**config.mk**
```make
export PLATFORM = sky130hd
export DESIGN_NAME = biquad_bank
export DESIGN_NICKNAME = d
export VERILOG_FILES = /design/src/rtl/biquad_pkg.sv /design/src/rtl/biquad_mac.sv /design/src/rtl/biquad_bank.sv
export SDC_FILE = /design/constraint.sdc
export NUM_CORES = 2
export LEC_CHECK = 0
export ABC_AREA = 1
export CORE_AREA = 2 2 491 493
export DETAILED_ROUTE_END_ITERATION = 12
export DIE_AREA = 0 0 493 495
export HOLD_SLACK_MARGIN = 0.03
export MAX_ROUTING_LAYER = met4
export SLEW_MARGIN = 40
export SYNTH_ARGS = -nofsm -noshare
export SYNTH_HDL_FRONTEND = slang
export SYNTH_SLANG_ARGS = --single-unit
```
**constraint.sdc**
```tcl
create_clock -name clk_in -period 10.7 [get_ports clk_in]
set_input_delay 2.675 -clock clk_in [delete_from_list [all_inputs] [get_ports clk_in]]
set_output_delay 2.675 -clock clk_in [all_outputs]
set_load 0.05 [all_outputs]
```
**src/rtl/biquad_pkg.sv**
```systemverilog
// Shared types and helpers for the time-multiplexed biquad bank.
package biquad_pkg;

   localparam int unsigned NUM_COEF  = 5;
   localparam int unsigned SAT_MAX_W = 128;

   typedef enum logic [2:0] {
      B0 = 3'd0,
      B1 = 3'd1,
      B2 = 3'd2,
      A1 = 3'd3,
      A2 = 3'd4
   } coef_idx_e;

   typedef enum logic [1:0] {
      IDLE   = 2'd0,
      MAC    = 2'd1,
      UPDATE = 2'd2,
      OUT    = 2'd3
   } state_e;

   // Clamp a wide signed value to the signed range of a w-bit word (w < SAT_MAX_W).
   function automatic logic signed [SAT_MAX_W-1:0] sat_to_width(
      input logic signed [SAT_MAX_W-1:0] v,
      input int unsigned                 w
   );
      logic signed [SAT_MAX_W-1:0] lim;
      lim = SAT_MAX_W'(1) << (w - 1);
      if (v > (lim - SAT_MAX_W'(1))) begin
         return lim - SAT_MAX_W'(1);
      end
      if (v < -lim) begin
         return -lim;
      end
      return v;
   endfunction

endpackage

```
**src/rtl/biquad_mac.sv**
```systemverilog
// Shared multiply-shift-accumulate unit: acc <= (clr ? 0 : acc) +/- ((coef * operand) >>> SHIFT).
module biquad_mac #(
   parameter int unsigned DATA_W = 32,
   parameter int unsigned COEF_W = 32,
   parameter int unsigned SHIFT  = 20,
   parameter int unsigned ACC_W  = 64
) (
   input  logic                     clk_in,
   input  logic                     rst_n_in,
   input  logic                     en,
   input  logic                     clr,
   input  logic                     sub,
   input  logic signed [COEF_W-1:0] coef,
   input  logic signed [DATA_W-1:0] operand,
   output logic signed [ACC_W-1:0]  acc
);

   localparam int unsigned PROD_W = DATA_W + COEF_W;

   logic signed [PROD_W-1:0] prod;
   logic signed [PROD_W-1:0] prod_sh;
   logic signed [ACC_W-1:0]  term;
   logic signed [ACC_W-1:0]  base;

   always_comb begin
      prod    = PROD_W'(coef) * PROD_W'(operand);
      prod_sh = prod >>> SHIFT;
      term    = ACC_W'(prod_sh);
      base    = clr ? '0 : acc;
   end

   always_ff @(posedge clk_in or negedge rst_n_in) begin
      if (!rst_n_in) begin
         acc <= '0;
      end else if (en) begin
         acc <= sub ? (base - term) : (base + term);
      end
   end

endmodule

```
**src/rtl/biquad_bank.sv**
```systemverilog
// Multi-channel cascade of Direct Form I biquads sharing one MAC unit.
// Coefficients are shared by all channels; history is kept per (channel, stage).
module biquad_bank
   import biquad_pkg::*;
#(
   parameter int unsigned  DATA_W     = 32,
   parameter int unsigned  COEF_W     = 32,
   parameter int unsigned  SHIFT      = 20,
   parameter int unsigned  ACC_W      = 64,
   parameter int unsigned  NUM_CH     = 2,
   parameter int unsigned  NUM_STAGES = 2,
   localparam int unsigned CH_W       = (NUM_CH > 1) ? $clog2(NUM_CH) : 1,
   localparam int unsigned ADDR_W     = $clog2(NUM_COEF * NUM_STAGES)
) (
   input  logic                     clk_in,
   input  logic                     rst_n_in,
   input  logic signed [DATA_W-1:0] sample_in,
   input  logic [CH_W-1:0]          ch_in,
   input  logic                     valid_in,
   output logic                     ready_out,
   output logic signed [DATA_W-1:0] sample_out,
   output logic [CH_W-1:0]          ch_out,
   output logic                     valid_out,
   output logic                     sat_out,
   input  logic                     coef_we_in,
   input  logic [ADDR_W-1:0]        coef_addr_in,
   input  logic signed [COEF_W-1:0] coef_data_in,
   input  logic                     hist_clr_in
);

   localparam int unsigned STG_W = (NUM_STAGES > 1) ? $clog2(NUM_STAGES) : 1;
   localparam logic signed [COEF_W-1:0] UNITY = COEF_W'(1) << SHIFT;

   state_e state_q, state_d;

   logic [2:0]               k_q;
   logic [STG_W-1:0]         stage_q;
   logic [CH_W-1:0]          ch_q;
   logic signed [DATA_W-1:0] x_q;
   logic                     sat_q;

   logic signed [DATA_W-1:0] x1_q [NUM_CH][NUM_STAGES];
   logic signed [DATA_W-1:0] x2_q [NUM_CH][NUM_STAGES];
   logic signed [DATA_W-1:0] y1_q [NUM_CH][NUM_STAGES];
   logic signed [DATA_W-1:0] y2_q [NUM_CH][NUM_STAGES];
   logic signed [COEF_W-1:0] coef_q [NUM_STAGES][NUM_COEF];

   logic ready_c, accept_c, hclr_c, cwr_c;
   logic mac_en_c, mac_clr_c, mac_sub_c, upd_c, last_c, ch_ok_c;

   logic signed [DATA_W-1:0]    operand_c;
   logic signed [COEF_W-1:0]    coef_c;
   logic signed [ACC_W-1:0]     acc;
   logic signed [SAT_MAX_W-1:0] acc_wide_c;
   logic signed [SAT_MAX_W-1:0] y_wide_c;
   logic signed [DATA_W-1:0]    y_c;
   logic                        sat_now_c;

   assign ready_out = ready_c;

   // Operand/coefficient selection for the current MAC step.
   always_comb begin
      operand_c = x_q;
      case (k_q)
         3'(B0):  operand_c = x_q;
         3'(B1):  operand_c = x1_q[ch_q][stage_q];
         3'(B2):  operand_c = x2_q[ch_q][stage_q];
         3'(A1):  operand_c = y1_q[ch_q][stage_q];
         3'(A2):  operand_c = y2_q[ch_q][stage_q];
         default: operand_c = x_q;
      endcase
      coef_c    = coef_q[stage_q][k_q];
      mac_sub_c = (k_q == 3'(A1)) || (k_q == 3'(A2));
      last_c    = (stage_q == STG_W'(NUM_STAGES - 1));
      ch_ok_c   = (32'(ch_in) < NUM_CH);
   end

   // Saturate the finished section sum back to sample width.
   always_comb begin
      acc_wide_c = SAT_MAX_W'(acc);
      y_wide_c   = sat_to_width(acc_wide_c, DATA_W);
      y_c        = DATA_W'(y_wide_c);
      sat_now_c  = (y_wide_c != acc_wide_c);
   end

   biquad_mac #(
      .DATA_W (DATA_W),
      .COEF_W (COEF_W),
      .SHIFT  (SHIFT),
      .ACC_W  (ACC_W)
   ) u_mac (
      .clk_in   (clk_in),
      .rst_n_in (rst_n_in),
      .en       (mac_en_c),
      .clr      (mac_clr_c),
      .sub      (mac_sub_c),
      .coef     (coef_c),
      .operand  (operand_c),
      .acc      (acc)
   );

   always_ff @(posedge clk_in or negedge rst_n_in) begin
      if (!rst_n_in) begin
         state_q <= IDLE;
      end else begin
         state_q <= state_d;
      end
   end

   // Next state and per-cycle control strobes.
   always_comb begin
      state_d   = state_q;
      ready_c   = 1'b0;
      accept_c  = 1'b0;
      hclr_c    = 1'b0;
      cwr_c     = 1'b0;
      mac_en_c  = 1'b0;
      mac_clr_c = 1'b0;
      upd_c     = 1'b0;
      case (state_q)
         IDLE: begin
            ready_c = ~hist_clr_in;
            cwr_c   = coef_we_in;
            if (hist_clr_in) begin
               hclr_c = 1'b1;
            end else if (valid_in && ch_ok_c) begin
               accept_c = 1'b1;
               state_d  = MAC;
            end
         end
         MAC: begin
            mac_en_c  = 1'b1;
            mac_clr_c = (k_q == 3'(B0));
            if (k_q == 3'(A2)) begin
               state_d = UPDATE;
            end
         end
         UPDATE: begin
            upd_c   = 1'b1;
            state_d = last_c ? OUT : MAC;
         end
         OUT: begin
            state_d = IDLE;
         end
         default: begin
            state_d = IDLE;
         end
      endcase
   end

   // Sample/stage sequencing and registered result outputs.
   always_ff @(posedge clk_in or negedge rst_n_in) begin
      if (!rst_n_in) begin
         k_q        <= '0;
         stage_q    <= '0;
         ch_q       <= '0;
         x_q        <= '0;
         sat_q      <= 1'b0;
         sample_out <= '0;
         ch_out     <= '0;
         valid_out  <= 1'b0;
         sat_out    <= 1'b0;
      end else begin
         valid_out <= 1'b0;
         sat_out   <= 1'b0;
         if (accept_c) begin
            ch_q    <= ch_in;
            x_q     <= sample_in;
            stage_q <= '0;
            k_q     <= '0;
            sat_q   <= 1'b0;
         end
         if (mac_en_c) begin
            k_q <= (k_q == 3'(A2)) ? 3'd0 : (k_q + 3'd1);
         end
         if (upd_c) begin
            x_q   <= y_c;
            sat_q <= sat_q | sat_now_c;
            if (last_c) begin
               valid_out  <= 1'b1;
               sample_out <= y_c;
               ch_out     <= ch_q;
               sat_out    <= sat_q | sat_now_c;
            end else begin
               stage_q <= stage_q + STG_W'(1);
            end
         end
      end
   end

   // Per-channel, per-stage delay lines.
   always_ff @(posedge clk_in or negedge rst_n_in) begin
      if (!rst_n_in) begin
         for (int unsigned c = 0; c < NUM_CH; c++) begin
            for (int unsigned s = 0; s < NUM_STAGES; s++) begin
               x1_q[c][s] <= '0;
               x2_q[c][s] <= '0;
               y1_q[c][s] <= '0;
               y2_q[c][s] <= '0;
            end
         end
      end else if (hclr_c) begin
         for (int unsigned c = 0; c < NUM_CH; c++) begin
            for (int unsigned s = 0; s < NUM_STAGES; s++) begin
               x1_q[c][s] <= '0;
               x2_q[c][s] <= '0;
               y1_q[c][s] <= '0;
               y2_q[c][s] <= '0;
            end
         end
      end else if (upd_c) begin
         x2_q[ch_q][stage_q] <= x1_q[ch_q][stage_q];
         x1_q[ch_q][stage_q] <= x_q;
         y2_q[ch_q][stage_q] <= y1_q[ch_q][stage_q];
         y1_q[ch_q][stage_q] <= y_c;
      end
   end

   // Coefficient store; resets to a unity-gain passthrough.
   always_ff @(posedge clk_in or negedge rst_n_in) begin
      if (!rst_n_in) begin
         for (int unsigned s = 0; s < NUM_STAGES; s++) begin
            for (int unsigned k = 0; k < NUM_COEF; k++) begin
               coef_q[s][k] <= '0;
            end
            coef_q[s][0] <= UNITY;
         end
      end else if (cwr_c) begin
         for (int unsigned s = 0; s < NUM_STAGES; s++) begin
            for (int unsigned k = 0; k < NUM_COEF; k++) begin
               if (coef_addr_in == ADDR_W'(s * NUM_COEF + k)) begin
                  coef_q[s][k] <= coef_data_in;
               end
            end
         end
      end
   end

endmodule

```
==> run_results.csv <==
group,metric,value,unit
synth,synth.avg_cell_area,8.41,sq um
floorplan,num_rows,180,
place,placed_area,99800,sq um
finish,num-nets-final,12600,
hold_path,hp-class,"reg2reg",
synth,syn-cell-area,83000,sq um
synth,ys.flop_type,"dfrtp_1",
timing,tightest_slew,0.968,ns
clock_tree,clock_sink_count,971,
floorplan,ios,110,
clock_tree,cts_tree,"built",
detailed_routing,top_layer,"met4",
finish,utilization,45.3,%
synth,synth.most_common_cell,"nand2_1",
clock_tree,cts_buffer_depth,3,
detailed_routing,m1WireLength,135000,um
worst_setup_path,path_delay_family,"adder cells",
global_route,antenna_found_initial,15,
synth,yosys.area.top_type,"dfrtp_1",
detailed_routing,drtPass1Iterations,12,
timing,slew_headroom,35.5,%
worst_setup_path,startpoint,"last_c",
global_route,grt_pass1_wl,483000,um
synth,synth-edff-count,0,
global_route,grt_use_total,26.8,%
detailed_routing,post_drt_wl_per_cell,22.7,um
worst_setup_path,startpoint_type,"flip-flop",
worst_setup_path,critPathMaxStageDelay,0.60,ns
finish,finalInstanceArea,108000,sq um
finish,nFillCells,23100,
clock_tree,clk_pin_slew,0.07,ns
floorplan,die_x,493,um
clock_tree,cts_root_buf,"clkbuf_16",
clock_tree,ctsHoldBuffers,0,
timing,drv_slew,0,
floorplan,fp.dieArea,244000,sq um
synth,yosys-top-cells-area,"dfrtp_1 (29%), fa_1 (26%), nand2_1 (7.9%)",
synth,ys_ff_latch,971,
clock_tree,cts_max_level,3,
worst_setup_path,end_kind,"flip-flop",
timing,hold_viol,0,
detailed_routing,postRouteAntennaNets,0,
hold_path,hold_start,"coef_q[186]",
clock_tree,clk-insertion-delay-late,0.74,ns
synth,synth.top_cell.area_share,29.2,%
worst_setup_path,cp_slowest_cell,"fa_1",
synth,synthCells,9874,
worst_setup_path,r2r_start,"last_c",
finish,area_growth,30.4,%
detailed_routing,route.met3.wl,25800,um
place,gp_congestion,0.965,
detailed_routing,route.met2.wl,150000,um
global_route,grt_pass1_vias,77600,
synth,yosysSeqAreaShare,29.3,%
timing,fin_crit,11.73,ns
run,maxCapViolations,0,
clock_tree,numCtsBuffers,95,
timing,setup_violations,45,
timing,fin_ws,-1.03,ns
worst_setup_path,worstPathRequired,11.26,ns
status,status,"complete, but fails checks",
global_route,grt_max_degree,145,
detailed_routing,drt_iter0_drc,7108,
synth,postSynthNetCount,11300,
synth,synth_warnings,0,
global_route,grt-ovfl-total,0,
worst_setup_path,cp_common_cell,"fa_1",
timing,skew,0.0710,ns
worst_setup_path,path_buf_inv,16,
place,place_hpwl,243000,um
finish,drive_gt1_share,22.5,%
worst_setup_path,crit_fanout,11,
place,io_buffer_count,109,
detailed_routing,avgViaCountPerCell,5.28,
synth,synthTopCellsByCount,"nand2_1 (1755), inv_1 (1721), fa_1 (1082)",
place,dpl.cell_count,14100,
floorplan,core,239000,sq um
finish,instances_no_fill,14500,
detailed_routing,totalWireLength,328000,um
detailed_routing,vias,76400,
status,failed_checks,"design-rule violations, negative setup slack",
synth,async_flop_share,100,%
place,dp_slack,-1.50,ns
worst_setup_path,worst-setup-path-type,"reg2reg",
timing,max_freq,85.3,MHz
synth,synth.distinct_cells,69,
timing,fin_crit_sh,110,%
floorplan,floorplan.initialDensity,34.7,%
timing,rsz0062_at_grt,"yes",
worst_setup_path,arrival,12.28,ns
floorplan,die_h,495,um
detailed_routing,drc,10,
metal layers:
metal  track usage (%)  up-vias
met5                 -        -
li1                  -    33800
met1              34.8    38700
met3              4.42      721
met4              10.9        0
met2              41.7     3188
final cells by class:
class | count | area [sq um] | area share, %
clock buffers | 148 | 2880 | 2.66
diodes | 13 | 32.5 | 0.0300
clock inverters | 28 | 404 | 0.373
flip-flops and latches | 971 | 24300 | 22.4
repair buffers | 1753 | 16400 | 15.2
multi-input cells | 6624 | 53600 | 49.5
inverters | 1753 | 6700 | 6.19
well taps | 3185 | 3990 | 3.68
through the flow:
| step | hold slack (ns) | TNS [ns] |
|---|---|---|
| floorplan | 0.448 | -0.115 |
| global placement | 0.462 | -53.24 |
| detailed placement | 0.470 | -53.42 |
| CTS | 0.487 | -26.62 |
| global route | 0.498 | -49.77 |
| finish | 0.484 | -27.99 |
logic make-up after synthesis:
family | share of synthesized area (%)
AND/OR/NAND/NOR | 15.6
buffers and inverters | 10.4
AO/OA/AOI/OAI | 13.4
adder cells (fa/ha/maj) | 29.9
flip-flops | 29.3
XOR/XNOR | 1.42
flip-flops by register name (all words and copies together) (netlist names), 2 cells and up:
register	cells
coef_q	320
k_q	3
sample_out	32
state_q	2
u_mac.acc	64
x1_q	128
x2_q	128
x_q	32
y1_q	128
y2_q	128
placed cells by master, fill, tap and decap left out, types with 59 or more instances in the layout:
cell type,count
a21oi_2,77
ha_1,199
o21ai_0,771
fa_1,1029
buf_12,167
nand3_1,333
buf_4,1390
nor2_2,79
o21ai_1,59
dfrtp_1,966
nand2_2,67
nor2_1,875
a21oi_1,248
nand2_1,1686
clkbuf_16,107
inv_1,1670
o22ai_1,421
xor2_1,62
clkdlybuf4s50_1,108
repair_timing:
| action | CTS | global route |
|---|---|---|
| buffers inserted | 52 | 71 |
| gates resized for setup | 335 | 443 |
| endpoints found under the setup margin | 54 | 54 |
| pin swaps | 60 | 160 |
| gates cloned | 12 | 14 |
tightest hold or removal path, cell delays in order, from the launching register on:
cell and delay (ns):
dfrtp_1 0.34, nand2_1 0.05, o21ai_0 0.06
path summary, 6_finish.rpt:
path,endpoint,slack [ns],cells after the start
setup / recovery,u_mac.acc[60],-1.03,59
hold / removal,coef_q[186],0.48,2
setup reg to reg,u_mac.acc[60],-1.03,59
hold reg to reg,coef_q[186],0.48,2
max in group asynchronous,x2_q[12],6.84,4
min in group asynchronous,coef_q[221],1.96,1
Power is not shown: default switching activity piles up to over one toggle a cycle in this logic, so the estimate is an artifact.
